[src/rtl/mux_share_arbiter.sv]
// rtl/mux_share_arbiter.sv - two-requester arbiter sharing one external 2:1 mux, with result capture and grant counters
module mux_share_arbiter #(
   parameter int CNT_W = 8
) (
   input  logic             clk,
   input  logic             rst_n,
   input  logic             req_a,
   input  logic             data_a,
   input  logic             req_b,
   input  logic             data_b,
   output logic             gnt_a,
   output logic             gnt_b,
   output logic             mux_a,
   output logic             mux_b,
   output logic             sel,
   input  logic             mux_z,
   output logic             out_valid,
   output logic             out_data,
   output logic             out_src,
   input  logic             out_ready,
   input  logic             clr_cnt,
   output logic [CNT_W-1:0] cnt_a,
   output logic [CNT_W-1:0] cnt_b
);

   typedef enum logic [1:0] {IDLE, SERVE, HOLD} state_t;

   localparam logic [CNT_W-1:0] CNT_MAX = '1;

   state_t state;
   logic   pri;
   logic   owner;
   logic   any_req;
   logic   win;

   assign mux_a   = data_a;
   assign mux_b   = data_b;
   assign sel     = owner;
   assign any_req = req_a | req_b;
   // A lone requester always wins; the pointer only breaks ties.
   assign win     = (req_a & req_b) ? pri : req_b;

   always_ff @(posedge clk or negedge rst_n) begin
      if (!rst_n) begin
         state     <= IDLE;
         pri       <= 1'b0;
         owner     <= 1'b0;
         gnt_a     <= 1'b0;
         gnt_b     <= 1'b0;
         out_valid <= 1'b0;
         out_data  <= 1'b0;
         out_src   <= 1'b0;
         cnt_a     <= '0;
         cnt_b     <= '0;
      end else begin
         case (state)
            IDLE: begin
               if (any_req) begin
                  state <= SERVE;
                  owner <= win;
                  pri   <= ~win;
                  gnt_a <= ~win;
                  gnt_b <= win;
               end
            end
            SERVE: begin
               gnt_a     <= 1'b0;
               gnt_b     <= 1'b0;
               out_data  <= mux_z;
               out_src   <= owner;
               out_valid <= 1'b1;
               state     <= HOLD;
            end
            HOLD: begin
               if (out_ready) begin
                  out_valid <= 1'b0;
                  if (any_req) begin
                     state <= SERVE;
                     owner <= win;
                     pri   <= ~win;
                     gnt_a <= ~win;
                     gnt_b <= win;
                  end else begin
                     state <= IDLE;
                  end
               end
            end
            default: state <= IDLE;
         endcase

         // Clear takes precedence over a coincident increment.
         if (clr_cnt) begin
            cnt_a <= '0;
            cnt_b <= '0;
         end else if (state == SERVE) begin
            if (!owner && cnt_a != CNT_MAX) cnt_a <= cnt_a + CNT_W'(1);
            if (owner && cnt_b != CNT_MAX)  cnt_b <= cnt_b + CNT_W'(1);
         end
      end
   end

endmodule

[config.mk]
export PLATFORM = sky130hd
export DESIGN_NAME = mux_share_arbiter
export DESIGN_NICKNAME = d
export VERILOG_FILES = /design/src/rtl/mux_share_arbiter.sv
export SDC_FILE = /design/constraint.sdc
export NUM_CORES = 1
export LEC_CHECK = 0
export ABC_AREA = 1
export CORE_ASPECT_RATIO = 0.9
export CORE_MARGIN = 2
export CORE_UTILIZATION = 52
export DETAILED_ROUTE_END_ITERATION = 16
export PLACE_DENSITY = 0.93
export SYNTH_ARGS = -nofsm -noshare
export SYNTH_HDL_FRONTEND = slang
export SYNTH_SLANG_ARGS = --single-unit
[constraint.sdc]
create_clock -name clk -period 2.1 [get_ports clk]
set_input_delay 0.315 -clock clk [delete_from_list [all_inputs] [get_ports clk]]
set_output_delay 0.315 -clock clk [all_outputs]
set_load 0.01 [all_outputs]
# Word level (Yosys, flattened, before mapping)
# Index checks and enable logic that the tools add are counted.
dict set report word_totals {
  reg_bits 25
  output_inout_bits 24
  word_cells 62
  in_bits 9
}
dict set report classes {
  bitwise_logic 3
  reduce_logical 16
  addsub 2
  muxes 25
  n_eq_ne 6
}
# cell n
set op_table {}
lappend op_table {{$mux 8} 6}
lappend op_table {{$add 8x1->8 const B} 2}
lappend op_table {{$ne 8x8->1 const B} 2}
lappend op_table {{$reduce_and 2->1} 6}
lappend op_table {{$mux 1} 11}
lappend op_table {{$reduce_bool 2->1} 5}
lappend op_table {{$pmux 1 s2} 3}
lappend op_table {{$pmux 1 s3} 2}
lappend op_table {{$pmux 2 s3} 1}
lappend op_table {{$mux 2} 2}
lappend op_table {{$ne 2x2->1 const B} 2}
lappend op_table {{$reduce_bool 3->1} 1}
lappend op_table {{$eq 2x1->1 const B} 1}
lappend op_table {{$eq 2x2->1 const B} 1}
lappend op_table {{$logic_and 1x1->1} 2}
lappend op_table {{$logic_not 2->1} 1}
lappend op_table {{$and 1x1->1} 1}
lappend op_table {{$logic_not 1->1} 1}
lappend op_table {{$not 1->1} 1}
lappend op_table {{$or 1x1->1} 1}

# Logic depth before layout (Yosys ltp)
# Gate-level depths: netlist (run 1).
dict set report depth {
  depth_word 6
  depth_mapped 9
}

# Worst setup path before layout (run 1)
# Ideal clock, no wire load.
dict set report synth_timing {
  path_type {register -> register}
  from {register cnt_a[1]}
  to {register cnt_a[4]}
  arrival_ns 1.173
  period_less_slack_ns 1.290
  stages_incl_launch_ff 9
  slack_ns 0.810
  t_required_ns 1.983
  path_cell_list {dfrtp_1 > ha_1 > nand2_2 > nor2_4 > nand2_2 > nand2_2 > nand2_4 > nand2_1 > nand2_1}
}
dict set report synth_between {
  elab_chain_len 4
}
# element line
set synth_lines {}
lappend synth_lines {{start: declaration} 22} ;# output logic [CNT_W-1:0] cnt_a,
lappend synth_lines {{start signal: assignment} 96} ;# if (!owner && cnt_a != CNT_MAX) cnt_a <= cnt_a + CNT_W'(1);
lappend synth_lines {{$add 8x1->8 / $ne 8x8->1 (equally long branches)} 96}
lappend synth_lines {{$mux 8 / $logic_and 1x1->1 (equally long branches)} 96}
lappend synth_lines {{$mux 8 / $reduce_bool 2->1 (equally long branches)} n/a}
lappend synth_lines {{$mux 8 / $reduce_and 2->1 (equally long branches)} n/a}
# Parallel ways exist; a longest one is shown, timed or not. The select of a mux whose other input is x is not followed.
# A chain may end at the register's enable or synchronous reset.

# Final worst setup path (run 1)
dict set report layout_timing {
  from {register cnt_b[2]}
  to {output port cnt_b[2]}
}
# element line
set layout_rtl {}
lappend layout_rtl {{start: declaration} 23} ;# output logic [CNT_W-1:0] cnt_b
lappend layout_rtl {{start signal: assignment} 97} ;# if (owner && cnt_b != CNT_MAX) cnt_b <= cnt_b + CNT_W'(1);
# No word-level cell between the ends.

==> out/results.ini, run 1 <==
[routing]
drt_first_iter_violations = 41
route.detailed.drc = 0
wl_per_cell_um = 11.6
num_vias = 1263
ant_nets = 0
drt_first_pass_iters = 4
routed_wirelength_mm = 2.86
avgViaCountPerCell = 5.13

[power_and_ir_drop]
cellLeakagePower_uw = 0.000817
power.density_nw_per_um2 = 795
peakVddDrop_v = 0.000722

[yosys]
netlist_area_um2 = 1380
yosysWarningCount = 0
ys_seq_elements = 25
synth_edf_count = 0
yosysTopAreaCellShare = 0.455
async_reset_ff_frac = 1.00
synth_area_leaders = dfrtp_1 45%, nand2_1 19%, nor2_1 6.3%, nand3_1 5.1%, inv_1 4.6%
syn_avg_cell_area_um2 = 7.31
syn_nets = 199
ys_seq_area_frac = 0.455
synth_most_common_cell = nand2_1
synth_top_flop_cell = dfrtp_1
ys_types = 23
yosys-top-cells-count = 68 x nand2_1, 25 x dfrtp_1, 23 x nor2_1
netlist_instances = 188
synth_top_area_cell = dfrtp_1

[placement]
dpl_worst_slack_ns = 0.586
globalplace.congestion = 0.849
post-dp-hpwl_mm = 2.11
placed_cell_area_um2 = 1680
post-place-cells = 242
io_buffer_count = 28

[die]
num_rows = 17
core_area_um2 = 2490
die_width_um = 58.2
initial_core_util = 0.553
io_pins = 33
dieArea_um2 = 3070
die_y_um = 52.8

[clock_tree]
postCtsHoldBufs = 0
cts_max_level = 1
cts_buffers = 3
post_cts_buffers = 0
cts_root_buf = clkbuf_4
clk_path_buf_depth = 2
ctsResizeCount = 0
worst_skew_pair.late_latency_ns = 0.32
clk_pin_slew_ns = 0.14
cts_sinks = 25
cts_tree = yes

[grt]
grtUsageTotal = 0.212
grt_max_degree = 26
grt_pass1_vias = 1214
grt_pass1_wl_mm = 5.00
grt_overflow = 0
antenna_found_initial = 0

[worst_setup_path]
arrival_ns = 1.41
worstSetupStartpointType = register
cp.buffers_inverters = 1
r2r_end = cnt_a[7]
worstSetupPathType = register to output pin
crit_slowest_cell = clkdlybuf4s50_1
timing.rr.start = cnt_a[0]
critical-path-max-stage-delay_ns = 0.59
worstSetupEndpointType = output pin
worstPathMaxFanout = 7
required_ns = 1.78
critical_path.top_delay_family = buffers and inverters
cp_cell_sequence = clkdlybuf4s50_1
r2r_slack_ns = 0.66
path_depth = 1
reg2reg_depth = 6

[finish]
syn2layout_area_growth_pct = 24.1
fin_cells = 246
diodes = 0
drive_gt1_frac = 0.101
fill_cells = 211
fin_nets = 230
design_area_um2 = 1710

[timing]
finalCritPeriodShare = 0.824
rsz0062_at_grt = no
skew_ns = 0.00692
hold_slack_ns = 0.329
finalSetupTns_ns = 0
report.final.hold_viol_count = 0
timing.final.ws_setup_ns = 0.370
slew_headroom = 0.783
setup_viol = 0
worstMarginPinSlew_ns = 0.325
drv_slew = 0
min_period_ns = 1.73
clock.fmax_mhz = 578

[outcome]
outcome = completed

[worst_hold_path]
min_path_type = input port to async pin

[job]
drv_cap = 0

==> worst reg2reg max path, delay by kind of cell, from the launching register on <==
family / cells / cell delay, ns
adders and majority gates: 1 / 0.24
and+or+nand+nor: 4 / 0.41
DFF: 1 / 0.46
AOI/OAI and AO/OA: 1 / 0.29
==> kinds of logic after synthesis <==
group,Yosys count,synth area share
buf+inv,27,0.0828
simple gates,120,0.378
compound gates,10,0.0410
flops,25,0.455
xor+xnor,4,0.0255
fa+ha+maj,2,0.0182
==> layout by cell type, fill, tap and decap left out, types with 3 or more instances in the layout <==
cell	count
clkbuf_4	3
inv_1	17
nand2_1	68
dfrtp_1	25
o21ai_1	4
inv_2	6
nand4_1	4
nand3_1	14
clkdlybuf4s50_1	28
nand2_2	4
xor2_1	4
nor2_1	23
==> how the worst max path moves through the flow <==
| stage | startpoint | end | slack (ns) |
|---|---|---|---|
| floorplan | cnt_a[1] | cnt_a[4] | 0.81 |
| global placement | req_b | gnt_b | 0.61 |
| detailed placement | out_ready | gnt_a | 0.59 |
| CTS | cnt_b[2] | cnt_b[2] | 0.36 |
| global route | cnt_b[2] | cnt_b[2] | 0.32 |
| finish | cnt_b[2] | cnt_b[2] | 0.37 |
==> power by group <==
group / internal (uW) / switching [uW]
clock network: 71.4 / 150
registers: 574 / 81.0
logic: 215 / 266
==> stage by stage <==
step                total power [uW]  utilization
floorplan                        926            -
global placement                1130        0.675
detailed placement              1140        0.675
CTS                             1370        0.686
global route                    1450        0.686
finish                          1360        0.686
==> layer usage <==
metal / wire, um / track usage / up-vias
li1: - / - / 640
met1: 1320 / 0.277 / 566
met2: 1310 / 0.347 / 49
met3: 185 / 0.0519 / 8
met4: 55 / 0.0659 / 0
met5: 0 / 0 / -
==> cell type report <==
type	instances	area [um2]	share of cell area
multi-input cells	136	636	0.372
flip-flops and latches	25	626	0.367
repair buffers	29	288	0.169
inverters	24	95.1	0.0557
well taps	28	35.0	0.0205
clock buffers	3	22.5	0.0132
clock inverters	1	5.00	0.00293
==> sequential cells by signal, indices dropped and copies added (netlist names) <==
register	cells
cnt_a	8
cnt_b	8
state	2
gnt_a	1
gnt_b	1
out_data	1
out_src	1
out_valid	1
pri	1
sel	1
No activity file was read; power rests on OpenSTA's default activity.
==> run 2, diff against run 1 <==
--- a/config.mk
+++ b/config.mk
@@ -8,9 +8,9 @@
 export ABC_AREA = 1
 export CORE_ASPECT_RATIO = 0.9
 export CORE_MARGIN = 2
-export CORE_UTILIZATION = 52
+export CORE_UTILIZATION = 44
 export DETAILED_ROUTE_END_ITERATION = 16
-export PLACE_DENSITY = 0.93
+export PLACE_DENSITY = 0.85
 export SYNTH_ARGS = -nofsm -noshare
 export SYNTH_HDL_FRONTEND = slang
 export SYNTH_SLANG_ARGS = --single-unit
==> constraint.sdc (replaced) <==
create_clock -name clk -period 1.5 [get_ports clk]
set_input_delay 0.225 -clock clk [delete_from_list [all_inputs] [get_ports clk]]
set_output_delay 0.225 -clock clk [all_outputs]
set_load 0.01 [all_outputs]
==> run 2 against run 1 <==
- setup slack lost 0.33 ns
- sequential power grew 36%
- die area grew 17%
- cell area grew 13%
- global-route usage shrank 3.0 points
- total power grew 48%
- critical path depth is the same
- first-iteration DRC count grew 15%
- critical path type unchanged
- largest cell class unchanged
==> out/results.ini, run 2 (synthesis gave the netlist of run 1 again) <==
[outcome]
outcome = completed

[timing]
setup_viol = 0  ; unchanged
report.final.hold_viol_count = 0  ; unchanged
worstMarginPinSlew_ns = 0.317  ; -0.00751 ns
finalSetupTns_ns = 0  ; unchanged
rsz0062_at_grt = yes
finalCritPeriodShare = 0.975
min_period_ns = 1.46
skew_ns = 0.00279  ; -0.00413 ns
slew_headroom = 0.788  ; +0.00501
clock.fmax_mhz = 684
timing.final.ws_setup_ns = 0.0378  ; -0.333 ns
drv_slew = 0  ; unchanged

[routing]
num_vias = 1343  ; +6.3%
drt_first_pass_iters = 4  ; unchanged
routed_wirelength_mm = 3.15  ; +10%
ant_nets = 0  ; unchanged
avgViaCountPerCell = 4.78  ; -6.9%
drt_first_iter_violations = 47  ; +15%
route.detailed.drc = 0  ; unchanged
wl_per_cell_um = 11.2  ; -3.5%

[worst_setup_path]
worstPathMaxFanout = 2  ; -5
arrival_ns = 1.24  ; -0.17 ns
crit_slowest_cell = clkdlybuf4s50_1
critical-path-max-stage-delay_ns = 0.54  ; -0.05 ns
worstSetupPathType = register to output pin
required_ns = 1.27  ; -0.51 ns
critical_path.top_delay_family = buffers and inverters
cp.buffers_inverters = 1  ; unchanged
worstSetupStartpointType = register
cp_cell_sequence = clkdlybuf4s50_1
worstSetupEndpointType = output pin

[power_and_ir_drop]
power.density_nw_per_um2 = 1040  ; +30%
cellLeakagePower_uw = 0.00118  ; +45%
peakVddDrop_v = 0.000749  ; +3.7%
total_power_uw = 2010  ; +48%

[finish]
syn2layout_area_growth_pct = 40.9
diodes = 0  ; unchanged
final_core_util = 0.642  ; -0.0442
design_area_um2 = 1940  ; +13%
drive_gt1_frac = 0.205  ; +0.104
layout_common_cells = 67 x nand2_1, 23 x nor2_1, 22 x dfrtp_1
final_common_cell = nand2_1
reg_top3 = cnt_a: 8 flops, cnt_b: 8 flops, state: 2 flops
fin_nets = 251  ; +9.1%

[clock_tree]
cts_sinks = 25  ; unchanged
cts_buffers = 3  ; unchanged
worst_skew_pair.late_latency_ns = 0.32  ; about the same
cts_tree = yes
cts_max_level = 1  ; unchanged
cts_root_buf = clkbuf_4
clk_path_buf_depth = 2  ; unchanged
postCtsHoldBufs = 0  ; unchanged
clk_pin_slew_ns = 0.14  ; about the same

[grt]
grt_pass1_wl_mm = 5.33  ; +6.6%
grt_max_degree = 26  ; unchanged
grt_pass1_vias = 1263  ; +4.0%
grtUsageTotal = 0.182  ; -0.0296
antenna_found_initial = 0  ; unchanged
grt_overflow = 0  ; unchanged

[die]
core_area_um2 = 3020  ; +21%
die_width_um = 62.9  ; +8.1%
die_y_um = 57.0  ; +8.1%
initial_core_util = 0.455  ; -0.0971
io_pins = 33  ; unchanged
dieArea_um2 = 3590  ; +17%
num_rows = 19  ; +2

[job]
drv_cap = 0  ; unchanged

[placement]
post-dp-hpwl_mm = 2.09  ; -0.85%
io_buffer_count = 28  ; unchanged
placed_cell_area_um2 = 1700  ; +1.5%
dpl_worst_slack_ns = 0.0831  ; -0.503 ns
globalplace.congestion = 0.875  ; +3.0%

[worst_hold_path]
min_path_type = input port to async pin

run 2: layout make-up:
class / count / area [um2]
fill: 265 / 1080
multi-input combinational: 136 / 647
clock buffer: 4 / 26.3
sequential: 25 / 629
timing repair buffer: 50 / 484
inverter: 24 / 97.6
tap: 42 / 52.6
run 2: path summary, 6_finish.rpt:
kind	from	to	slack (ns)	cells past startpoint
min reg2reg	cnt_a[7]	cnt_a[7]	0.54	2
min	rst_n	gnt_b	0.25	2
max	out_src	out_src	0.04	1
max reg2reg	cnt_a[0]	cnt_a[6]	0.07	10
max in group asynchronous	rst_n	cnt_a[2]	0.99	2
min in group clk	mux_z	out_data	0.43	3
run 2: routing by layer:
layer | GRT usage | wire length (um) | part of all wire
met4 | 0.0286 | 19 | 0.0060
met1 | 0.235 | 1500 | 0.47
met2 | 0.318 | 1490 | 0.47
met3 | 0.0473 | 150 | 0.048
met5 | 0 | 0 | 0
run 2: timing repair:
action	CTS	global route
setup endpoints to repair	16	28
setup buffers	15	5
resized for setup	5	21
pin swaps	0	3
run 2: through the flow:
| step | hold WS (ns) | cells |
|---|---|---|
| floorplan | -0.0706 | 188 |
| global placement | 0.450 | 257 |
| detailed placement | 0.450 | 257 |
| CTS | 0.247 | 276 |
| global route | 0.259 | 281 |
| finish | 0.248 | 281 |
run 2: power by group:
| group | total (uW) | internal [uW] | switching (uW) |
|---|---|---|---|
| logic | 809 | 377 | 432 |
| registers | 891 | 803 | 88.2 |
| clock network | 309 | 104 | 205 |
==> RTL edit 1, RTL diff (config.mk and constraints of run 2) <==
Change the parameter `CNT_W` from 8 to 6.
--- a/src/rtl/mux_share_arbiter.sv
+++ b/src/rtl/mux_share_arbiter.sv
@@ -1,6 +1,6 @@
 // rtl/mux_share_arbiter.sv - two-requester arbiter sharing one external 2:1 mux, with result capture and grant counters
 module mux_share_arbiter #(
-   parameter int CNT_W = 8
+   parameter int CNT_W = 6
 ) (
    input  logic             clk,
    input  logic             rst_n,
Ports: changed (resized cnt_a and cnt_b); port bits go from 33 to 29. No check against the original RTL was run, so the function may have changed too.
==> RTL edit 1 against run 2 <==
- cell area down 21%
- sequential cell count decreased by 4
- count of clock-buffer cells in the layout is 1 lower
- worst setup slack lost 1.2 ps
- routed wire length fell by 16%
- total power shrank 9.0%
- clock skew rose by 1.6 ps
- maximum frequency barely moved
- clock power shrank 6%
- synthesized area down 21%
- register-to-register slack is essentially flat
- critical path type unchanged
- critical endpoint is now cnt_a[3]
- highest routed layer unchanged
==> RTL edit 1: results (changes against run 2) <==
- The reported sequential group power came to 793 µW (-11%).
- The global-route wire length before repair is 4280 µm (-20%).
- The area of the multi-input gates is 498 µm² (-23%).
- The post-CTS repair timing setup buffer count is 12 (-3).
- The worst setup skew after layout was 4.41 ps (+1.62 ps).
- The via count of the routed design is 1079 (-20%).
- The leakage power of the design is 0.903 nW (-24%).
- The distinct cell type count after synthesis is 19 (-17%).
- The detailed route wirelength on metal3 came to 124 µm (-17%).
- The number of global-route vias before repair is 1049 (-17%).
- The routed metal-1 wire length came to 1070 µm (-29%).
- The beginning of the critical path is cnt_a[3].
- The type of the tightest min-delay check is in2async.
- The number of sinks on the clock net is 21 (-16%).
- The sequential share of the synthesized area came to 0.482 (+0.0267).
- The clock power share is 0.158 (+0.004).
- The worst slack after detailed placement is 43.5 ps (-39.6 ps).
- The port buffer count is 24 (-14%).
- The transition time of the tightest slew-check pin is 368 ps (+50.4 ps).
- The run finished with clean final reports.
- The final routed wirelength across all metal layers is 2650 µm (-16%).
- The weighted congestion at the end of routability-driven global placement is 0.794 (-9.2%).
- The mean area per synthesized cell is 7.96 µm² (+8.9%).
- The placed wire-length estimate after detailed placement came to 1720 µm (-18%).
- The commonest cells after synthesis are 48 x nand2_1, 21 x dfrtp_1, 16 x inv_1.
- The cell area reported after detailed placement is 1360 µm² (-20%).
- The amount of wire on met2 after detailed routing was 1410 µm (-4.9%).
- The fraction of final layout cells with drive strength greater than 1 is 0.212 (+0.00727).
- Yosys attributes the largest share of cell area to dfrtp_1 48%, nand2_1 17%, nand3_1 6.9%.
- The global routing usage on met1 was 0.220 (-0.0147).
- The fraction of met3 tracks used by global routing came to 0.0354 (-0.0119).
- The number of nets at the end of the flow is 191 (-24%).
- The number of cells in the finished layout apart from fillers is 207 (-26%).
- The met2 track demand over resource is 0.351 (+0.0331).
- The maximum number of pins on one net before global-route repair is 22 (-15%).
- In the final layout, the registers with the most flip-flops are cnt_a x6, cnt_b x6, state x2.
- The maximum vdd drop is 0.809 mV (+8.1%).
- The global-route usage over all layers is 0.189 (+0.00685).
- The quantity of gates resized following cts is 3 (-2).
- The switching power share of the total came to 0.368 (+0.00750).
- The number of fillers in the final layout was 189 (-29%).
-- RTL edit 1: kinds of logic after synthesis --
| family | Yosys count | share of synthesized area |
|---|---|---|
| compound gates | 7 | 0.0367 |
| fa+ha+maj | 2 | 0.0229 |
| buf+inv | 20 | 0.0757 |
| flops | 21 | 0.482 |
| simple gates | 87 | 0.383 |
-- RTL edit 1: final timing paths --
check	cells past startpoint	to	slack (ps)
max	1	cnt_a[3]	40
max in group asynchronous	2	cnt_a[2]	1040
max reg2reg	8	cnt_a[2]	70
min	2	cnt_b[2]	230
min reg2reg	2	out_data	490
min in group clk	3	out_data	450
-- RTL edit 1: layout make-up --
| cell class | instances | share of cell area |
|---|---|---|
| repair buffers | 41 | 0.251 |
| well taps | 28 | 0.0228 |
| inverters | 17 | 0.0415 |
| clock buffers | 3 | 0.0146 |
| clock inverters | 1 | 0.00325 |
| flip-flops and latches | 21 | 0.343 |
| multi-input cells | 96 | 0.324 |
==> RTL edit 2, RTL diff (settings of run 2) <==
Without the edit above. Reset style: synchronous (`rst_n`), changed in one clocked block.
--- a/src/rtl/mux_share_arbiter.sv
+++ b/src/rtl/mux_share_arbiter.sv
@@ -40,7 +40,7 @@
    // A lone requester always wins; the pointer only breaks ties.
    assign win     = (req_a & req_b) ? pri : req_b;
 
-   always_ff @(posedge clk or negedge rst_n) begin
+   always_ff @(posedge clk) begin
       if (!rst_n) begin
          state     <= IDLE;
          pri       <= 1'b0;
Function: differs if rst_n is asserted again (counterexample within 4 cycles, from zero or initial values and one cycle with rst_n low); with rst_n held inactive, the same outputs for 10 cycles.
==> RTL edit 2 against run 2 <==
- worst setup slack lost 2.1 ps
- non-clock buffer count is 16 lower
- routed wire length fell by 17%
- synthesized area shrank 7.0%
- cell area shrank 11%
- cell count decreased by 7.8%
- sequential cell count unchanged
Power is not compared: it rests on default switching activity, and its combinational part moved more than twofold at a synthesized area within 25%.
==> RTL edit 2: results (changes against run 2) <==
- The run finished with clean final reports.
- The root buffer cell is clkbuf_4.
- VDD sags by at most 0.437 mV.
- The via density per instance was 4.76 (-0.47%).
- The wire length per cell came to 10.1 µm (-10%).
- The number of DRC violations after detailed-routing iteration 0 is 39 (-17%).
- For this design, the slowest cell found on the critical path is clkdlybuf4s50_1.
- Yosys attributes the largest share of cell area to dfxtp_1 39%, nand2_1 12%, nor2_1 8.8%.
- The transition time of the tightest slew-check pin is 284 ps (-33.5 ps).
- The diode insertion count for antenna repair is 0 (unchanged).
- The total nets after synthesis was 195 (-2.0%).
- The global-route wire length before repair is 4560 µm (-14%).
- The worst slack after detailed placement is 123 ps (+39.6 ps).
- In the final layout, the registers with the most flip-flops are cnt_a x8, cnt_b x8, state x2.
- The number of global-route vias before repair is 1060 (-16%).
- The fraction of final layout cells with drive strength greater than 1 is 0.196 (-0.00867).
- The predominant post-synthesis flop cell is dfxtp_1.
- The arrival time at the worst endpoint is 1240 ps (about the same).
- The number of nets at the end of the flow is 231 (-8.0%).
- The number of H-tree levels is 1 (unchanged).
- By count the netlist is led by 42 x nand2_1, 30 x nor2_1, 25 x dfxtp_1.
- Of the total power, the share spent switching nets is 0.276.
- The number of optimization iterations in the first detailed-route pass is 4 (unchanged).
- The biggest fanout along the worst timing path was 4 (+2).
- The number of fillers in the final layout was 254 (-4.2%).
- The clock-pin slew reported for the worst setup and hold paths after clock tree synthesis is 160 ps (+20 ps).
- The share of async-settable or async-resettable flops after synthesis is 0 (-1.00).
- The leakage power of the design is 0.938 nW.
- The initial antenna violation count is 0 (unchanged).
- The maximum buffer depth of the clock tree was 2 (unchanged).
- For this run, the slowest stage of the critical path takes 530 ps.
- The clock latency on the worst-skew pair was 320 ps (about the same).
- The number of synthesis warnings is 0 (unchanged).
- The cell area reported after detailed placement is 1620 µm² (-5.1%).
- The placed wire-length estimate after detailed placement is 1900 µm (-9.3%).
- The port buffer count was 28 (unchanged).
- The global-route usage over all layers is 0.180 (-0.00214).
- The weighted congestion at the end of routability-driven global placement is 0.923 (+5.5%).
- The sequential share of the synthesized area was 0.391 (-0.0636).
- The maximum number of pins on one net before global-route repair was 16 (-38%).
- The cell type group with the largest total delay on the critical path is buffers and inverters.
- The distinct cell type count after synthesis came to 23 (unchanged).
- The worst setup skew after layout is 16.8 ps (+14.0 ps).
- The type of the tightest min-delay check is in2out.
- The number of buffers inserted during clock tree synthesis came to 3 (unchanged).
==> RTL edit 2: stage by stage <==
| step | setup TNS, ps | cells | hold WS (ps) |
|---|---|---|---|
| floorplan | 0 | 184 | 343 |
| global placement | 0 | 253 | 450 |
| detailed placement | 0 | 253 | 450 |
| CTS | 0 | 257 | 450 |
| global route | -2.12 | 259 | 450 |
| finish | 0 | 259 | 450 |
==> RTL edit 2: power by group through the flow <==
stage	sequential (mW)	combinational [mW]	clock (mW)
6_report	0.706	0.183	0.314
5_1_grt	0.711	0.203	0.350
4_1_cts	0.712	0.186	0.318
3_5_place_dp	0.728	0.185	0
3_3_place_gp	0.727	0.183	0
2_1_floorplan	0.735	0.103	0
==> RTL edit 2: layout make-up <==
type / instances / area (µm²) / share of cell area
Multi-Input combinational cell: 132 / 666 / 0.385
Sequential cell: 25 / 533 / 0.308
Timing Repair Buffer: 34 / 359 / 0.208
Inverter: 24 / 90.1 / 0.0521
Tap cell: 40 / 50.0 / 0.0290
Clock buffer: 3 / 22.5 / 0.0130
Clock inverter: 1 / 7.51 / 0.00434
==> RTL edit 2: repair_timing <==
action	in CTS	in global routing
gates cloned	0	0
pin swaps	0	0
setup endpoints to repair	13	17
setup buffers	0	2
resized for setup	16	20
==> RTL edit 2: cell families after synthesis <==
| kind of cell | synth area share |
|---|---|
| simple gates | 0.399 |
| buf+inv | 0.0881 |
| flops | 0.391 |
| compound gates | 0.0812 |
| xor+xnor | 0.0206 |
| fa+ha+maj | 0.0196 |
==> RTL edit 2: layer usage <==
| metal | vias up | part of all wire | global-route usage |
|---|---|---|---|
| met1 | 550 | 0.52 | 0.261 |
| li1 | 656 | - | - |
| met3 | 4 | 0.043 | 0.0349 |
| met2 | 22 | 0.42 | 0.272 |
| met5 | - | 0 | 0 |
| met4 | 0 | 0.0080 | 0.0507 |
==> RTL edit 2: path summary, 6_finish.rpt <==
check / startpoint / to / slack (ps) / depth (start not counted)
worst max register to register: cnt_b[0] / cnt_b[7] / 150 / 8
worst max-delay path: cnt_a[6] / cnt_a[6] / 40 / 1
worst min-delay path: data_a / mux_a / 450 / 0
worst min register to register: gnt_a / gnt_a / 470 / 2
